==> src/rtl/matrix_frame_buffer.sv <==
// Double-buffered 2-plane 8x8 LED matrix frame store.
// Back buffer takes row writes and clears; swap waits for a frame boundary.
module matrix_frame_buffer #(
    parameter logic [7:0] CLEAR_VALUE = 8'h00
) (
    input  logic       clk,
    input  logic       rst,
    input  logic       wr_valid,
    output logic       wr_ready,
    input  logic       wr_color,
    input  logic [2:0] wr_row,
    input  logic [7:0] wr_mask,
    input  logic [7:0] wr_data,
    input  logic       clear_req,
    input  logic       swap_req,
    input  logic       frame_start,
    output logic       swap_pending,
    output logic       swap_done,
    output logic       busy,
    input  logic       rd_color,
    input  logic [2:0] rd_row,
    output logic [7:0] rd_data
);

    typedef enum logic [1:0] {
        IDLE      = 2'd0,
        CLEAR     = 2'd1,
        SWAP_WAIT = 2'd2
    } state_t;

    state_t     state;
    state_t     state_nxt;
    logic       front_sel;
    logic [3:0] clr_idx;
    logic [7:0] buf_a [16];
    logic [7:0] buf_b [16];

    logic       wr_fire;
    logic       clr_we;
    logic       swap_fire;
    logic [3:0] wr_idx;
    logic [3:0] rd_idx;
    logic [7:0] back_row;
    logic [7:0] wr_merge;

    assign wr_idx = {wr_color, wr_row};
    assign rd_idx = {rd_color, rd_row};

    assign wr_ready     = (state == IDLE) && !rst;
    assign wr_fire      = wr_valid && wr_ready;
    assign busy         = (state != IDLE);
    assign swap_pending = (state == SWAP_WAIT);

    // Masked read-modify-write of the addressed back-buffer row.
    always_comb begin
        back_row = front_sel ? buf_a[wr_idx] : buf_b[wr_idx];
        wr_merge = (back_row & ~wr_mask) | (wr_data & wr_mask);
    end

    // Next-state logic; clear wins over swap when both arrive in IDLE.
    always_comb begin
        state_nxt = state;
        clr_we    = 1'b0;
        swap_fire = 1'b0;
        case (state)
            IDLE: begin
                if (clear_req) begin
                    state_nxt = CLEAR;
                end else if (swap_req) begin
                    state_nxt = SWAP_WAIT;
                end
            end
            CLEAR: begin
                clr_we = 1'b1;
                if (clr_idx == 4'd15) begin
                    state_nxt = IDLE;
                end
            end
            SWAP_WAIT: begin
                if (frame_start) begin
                    swap_fire = 1'b1;
                    state_nxt = IDLE;
                end
            end
            default: state_nxt = IDLE;
        endcase
    end

    // State register, clear sweep index, front select and swap pulse.
    always_ff @(posedge clk) begin
        if (rst) begin
            state     <= IDLE;
            clr_idx   <= 4'd0;
            front_sel <= 1'b0;
            swap_done <= 1'b0;
        end else begin
            state     <= state_nxt;
            swap_done <= swap_fire;
            if (clr_we) begin
                clr_idx <= clr_idx + 4'd1;
            end
            if (swap_fire) begin
                front_sel <= ~front_sel;
            end
        end
    end

    // Buffer A storage; only written while it is the back buffer.
    always_ff @(posedge clk) begin
        if (rst) begin
            for (int i = 0; i < 16; i++) begin
                buf_a[i] <= CLEAR_VALUE;
            end
        end else if (front_sel) begin
            if (clr_we) begin
                buf_a[clr_idx] <= CLEAR_VALUE;
            end else if (wr_fire) begin
                buf_a[wr_idx] <= wr_merge;
            end
        end
    end

    // Buffer B storage; only written while it is the back buffer.
    always_ff @(posedge clk) begin
        if (rst) begin
            for (int i = 0; i < 16; i++) begin
                buf_b[i] <= CLEAR_VALUE;
            end
        end else if (!front_sel) begin
            if (clr_we) begin
                buf_b[clr_idx] <= CLEAR_VALUE;
            end else if (wr_fire) begin
                buf_b[wr_idx] <= wr_merge;
            end
        end
    end

    // Registered scan-side read of the current front buffer.
    always_ff @(posedge clk) begin
        if (rst) begin
            rd_data <= 8'h00;
        end else begin
            rd_data <= front_sel ? buf_b[rd_idx] : buf_a[rd_idx];
        end
    end

endmodule

==> config.mk <==
export PLATFORM = sky130hd
export DESIGN_NAME = matrix_frame_buffer
export DESIGN_NICKNAME = d
export VERILOG_FILES = /design/src/rtl/matrix_frame_buffer.sv
export SDC_FILE = /design/constraint.sdc
export NUM_CORES = 1
export LEC_CHECK = 0
export CAP_MARGIN = 0
export CORE_AREA = 2 2 177 144
export CTS_BUF_LIST = sky130_fd_sc_hd__clkbuf_8
export DETAILED_ROUTE_END_ITERATION = 6
export DIE_AREA = 0 0 179 146
export GPL_TIMING_DRIVEN = 0
export PLACE_DENSITY = 0.77
export SYNTH_ARGS = -nofsm -noshare
export SYNTH_HDL_FRONTEND = slang
export SYNTH_SLANG_ARGS = --single-unit
==> constraint.sdc <==
create_clock -name clk -period 5 [get_ports clk]
set_clock_uncertainty 0.05 [all_clocks]
set_input_delay 0.75 -clock clk [delete_from_list [all_inputs] [get_ports clk]]
set_output_delay 0.75 -clock clk [all_outputs]
set_load 0.005 [all_outputs]
; Yosys cells after proc, flatten, opt, wreduce, memory -nomap -nowiden
; Memories as Yosys holds them, arrays and structs flattened.
; Cells that the tools add are included.
[totals]
input_bits = 30
ff_bits = 16
ram_bits = 256
memories = 2
[op_classes]
n_eq_ne = 6
mux = 39
reduce_logical = 10
addsub = 1
bitwise = 5
[memory_table]
columns = memory, words, width, rd, rd_ports_with_merged_regs, write_ports, line_no
row1 = buf_a, 16, 8, 2, 0, 16, 35  ; logic [7:0] buf_a [16];
row2 = buf_b, 16, 8, 2, 0, 16, 36  ; logic [7:0] buf_b [16];
[ops]
columns = op, n
row1 = two-way mux 8 bit, 6
row2 = OR reduction 8 bit, 4
row3 = two-way mux 1 bit, 24
row4 = AND 8 bit, 2
row5 = two-way mux 4 bit, 4
row6 = two-way mux 2 bit, 4
row7 = inverter 8 bit, 1
row8 = bitwise OR 8 bit, 1
row9 = case mux 2 bit (3 select lines), 1
row10 = adder 4 x 1 -> 4 bit (second input constant), 1
row11 = == test 4 bit (second input constant), 1
row12 = inequality test 2 bit (second input constant), 2
row13 = inequality test 3 bit (second input constant), 1
row14 = AND reduction 3 bit, 1
row15 = == test 2 x 1 -> 1 bit (second input constant), 1
row16 = == test 2 bit (second input constant), 1
row17 = logical AND 1 bit, 2
row18 = zero test 2 bit, 1
row19 = nonzero test 2 bit, 1
row20 = zero test 1 bit, 1
row21 = inverter 1 bit, 1

; Depth between registers and ports, before layout
; Gate-level depths: netlist (run 1).
[logic_depth]
depth_word = 10
mapped_depth = 10
depth_no_buf = 6

; Worst setup path before layout (run 1)
; No wires, ideal clock.
[synth_timing]
path_kind = input port to flip-flop
startpoint = input port rst
endpoint = memory buf_a[0][0], enable pin
path_buffers = 1
path_slack_ps = 2171
setup_time_ps = 375
arrival_time_ps = 2404
cell_stages = 6
cell_sequence = clkbuf_1 nor3_2 nand3_1 nor3_1 o21ai_0 o21bai_1
[synth_lines]
columns = element, line_no
row1 = from (decl), 7  ; input logic rst,
row2 = to (decl), 35

==> impl_results.md, run 1 <==
* Worst setup SP type: input port
* Final Max Tran Viols at 0
* Footprint of the multi-input gates at 0.00586 mm^2
* Crit path arrival time at 4.27 ns
* Area of the mapped netlist at ~0.014 mm^2
* FMAX at 0.248 GHz
* Placed instance area at 0.0152 mm^2
* Global-route wire length before repair at roughly 69 mm
* Drt via density at ~7.1
* Ys Warns at 0
* Std cell rows at 51
* Leakage at 6.17 nW
* Vias post-DR at 10,700
* Post-synthesis cell type count at 41
* Layout Cell Area excl Fill at 0.0161 mm^2
* Post-CTS Resized at 0
* IO buf count at 33
* Register bit total from synthesis at approximately 270
* Synth top area share at between 50% and 60%
* Slew @ Worst Pin at 1.31 ns
* Nets at approximately 1,200
* Max_cap viols at 0
* Largest net degree at the start of global routing at 11
* Root Buffer: clkbuf_8
* WL per Instance at approximately 31 um
* Post-DP HPWL at 34.5 mm
* Post-CTS setup buffer count at 0
* Grt ovf at 0
* Sequential area share after synthesis at 55.3%
* DIE HEIGHT at ~150 um
* Die Width at 179 um
* Hold buffers post-CTS at 0
* Area Overhead vs Synth at 10.8%
* Cells after Synth at ~1,100
* Layout Cells excl Fill at 1,522
* CP required at about 5.2 ns
* Pre-antenna DRT Iters at 7
* Placed Instances at approximately 1,400
* Initial antenna violation count at 2
* Antenna Nets Post-Route at 0
* Crit share post-route at 80.6%
* Status: completed
* Sequential cell area at between 0.008 and 0.009 mm^2
* Worst-skew pair later-pin latency at 0.56 ns
* Slew headroom at 12.3%
* Max H-tree Level at 2
* RSZ-0062 raised after global routing: false
* Post-synth EDFFs at 256
* Setup tns final at 0 ns
* Pwr dens at about 330 mW/mm^2
* Drt initial violations at 1,965
* Final Wtd Congestion at between 1 and 1.5
* ANT cells at 0
* Min Tclk post-route at 4.03 ns
* Layout cells sized above 1 at between 15 and 20%
* Die area at roughly 0.026 mm^2
* Worst Hold Class: flip-flop to flip-flop
* Crit end category: flip-flop
* Post-Syn Nets at 1,123
* CTS clk-pin slew, worst paths at 0.06 ns
* Syn_area_per_cell at roughly 13 um^2
* Setup CP Type: input port to flip-flop
* Vias in the first global route at slightly above 10,000
* Ys flop type: edfxtp_1
* IO Count at 42
* Fillers at 1,786
* Total power at 5.31 mW
* Post-route DRC at 0
* Final WL at 47.8 mm
* Clk buf depth at 3
* Final hold violations at 0
* Core ar. at 0.0242 mm^2
* Initial Utilization at 59.9%
* Cell taking the most area after synthesis: edfxtp_1
* Max FO, Critical Path at 10
* Area contributors post-synth: edfxtp_1 53%, mux4_2 12%, mux2i_1 9.1%
* Clock sinks at between 200 and 300
* Fin util at 66.4%
* CTS tree: yes
* Ys async rst share at 0%
* Setup Viol. Count Final at 0
* IR drop worst, VDD at 0.000236 V
* CTS buffer count at 43
* GRT Util Overall at between 30% and 40%
-- registers in the layout, indices dropped and copies added, names as in the netlist --
register,count
state,2
buf_b,128
front_sel,1
swap_done,1
rd_data,8
clr_idx,4
buf_a,128
-- path summary, 6_finish.rpt --
kind	from	end	slack, ns	depth (start not counted)
setup / recovery	wr_row[1]	buf_b[12][7]$_SDFFCE_PN0P_	0.97	9
hold / removal	state[0]$_SDFFE_PP0P_	state[1]$_SDFFE_PP0P_	0.58	2
setup reg to reg	state[0]$_SDFFE_PP0P_	buf_a[15][2]$_SDFFCE_PN0P_	1.55	7
hold reg to reg	state[0]$_SDFFE_PP0P_	state[1]$_SDFFE_PP0P_	0.58	2
-- final cells by class --
type	count	area share (%)
Tap cell	318	2.48
Clock inverter	31	1.11
Inverter	1	0.0234
Multi-Input combinational cell	727	36.5
Timing Repair Buffer	33	2.06
Clock buffer	48	4.11
Sequential cell	272	49.9
Buffer	92	3.84
-- cells in the mapped netlist, types with 10 or more instances --
library cell and number:
a21o_1 17, mux4_2 80, o21bai_1 19, a22o_1 40, clkbuf_1 29, edfxtp_1 256, buf_2 26, nand2_1 51
o22ai_1 16, a221oi_2 14, nor2_1 276, nor2b_1 10, buf_6 21, a221oi_1 18, mux2i_1 131, dfxtp_1 16
-- layout by cell type (no fill, tap or decap), drive strengths merged, types with 2 or more instances in the layout --
master,synthesis,routed
mux2i,131,131
o21ai,5,5
a22o,40,40
o31a,8,8
nor2,276,276
o22ai,16,16
nand3,2,2
edfxtp,256,256
mux4,80,80
nor3,7,7
or2,3,3
a41oi,2,2
inv,1,11
clkdlybuf4s50,0,33
buf,62,62
nand2b,6,6
clkinv,0,19
clkbuf,30,78
bufinv,0,2
xor2,3,3
and2,2,2
nor2b,10,10
o21bai,19,19
dfxtp,16,16
a21oi,7,7
nand2,51,51
and3,4,4
a21o,17,17
a221oi,32,32
-- where the power goes --
group / leakage [nW] / total [mW] / switching [mW] / internal, mW
Sequential: 2.79 / 2.62 / 0.0494 / 2.57
Clock: 0.475 / 1.90 / 0.914 / 0.986
Combinational: 2.91 / 0.787 / 0.499 / 0.288
-- metrics by stage --
step           worst slack [ns]  hold slack, ns
3_3_place_gp              0.805           0.542
3_5_place_dp              0.746           0.550
2_1_floorplan              2.17           0.509
5_1_grt                    1.02           0.612
4_1_cts                    1.32           0.572
6_report                  0.969           0.578
-- cells by family after synthesis --
| family | after synthesis | synth area share (%) |
|---|---|---|
| xor+xnor | 4 | 0.242 |
| compound gates | 146 | 8.53 |
| buf+inv | 93 | 4.28 |
| flops | 272 | 55.3 |
| fa+ha+maj | 1 | 0.0863 |
| simple gates | 365 | 10.1 |
| mux | 211 | 21.5 |
-- layer usage --
layer | track usage [%] | up-vias | share of wire [%]
met5 | 2.27 | - | 0.17
met1 | 54.4 | 5301 | 37
met2 | 50.7 | 946 | 41
met3 | 16.4 | 173 | 18
li1 | - | 4317 | -
met4 | 12.8 | 2 | 4.2
-- critical path, stage by stage --
cell and delay (ns):
clkdlybuf4s50_1 0.59, nor2_1 0.37, clkbuf_1 0.68, a22o_1 0.29, a221oi_1 0.12, o22ai_1 0.41
o31a_1 0.46, buf_2 0.48, nor2_1 0.10
Power figures use the tool's default switching activity.
==> run 2: changes to the inputs <==
==> constraint.sdc (replaced) <==
create_clock -name clk -period 4 [get_ports clk]
set_clock_uncertainty 0.05 [all_clocks]
set_input_delay 0.6 -clock clk [delete_from_list [all_inputs] [get_ports clk]]
set_output_delay 0.6 -clock clk [all_outputs]
set_load 0.005 [all_outputs]
==> results of run 2 <==
Same layout as run 1 (identical final DEF). Status: completed.
Main changes from that run: setup slack after placement 0.746 ns -> -0.104 ns; setup slack after layout 0.969 ns -> 0.119 ns; register-to-register setup slack 1.55 ns -> 0.55 ns; total power 5.31 mW -> 6.64 mW; worst IR drop on VDD 0.000236 V -> 0.000295 V
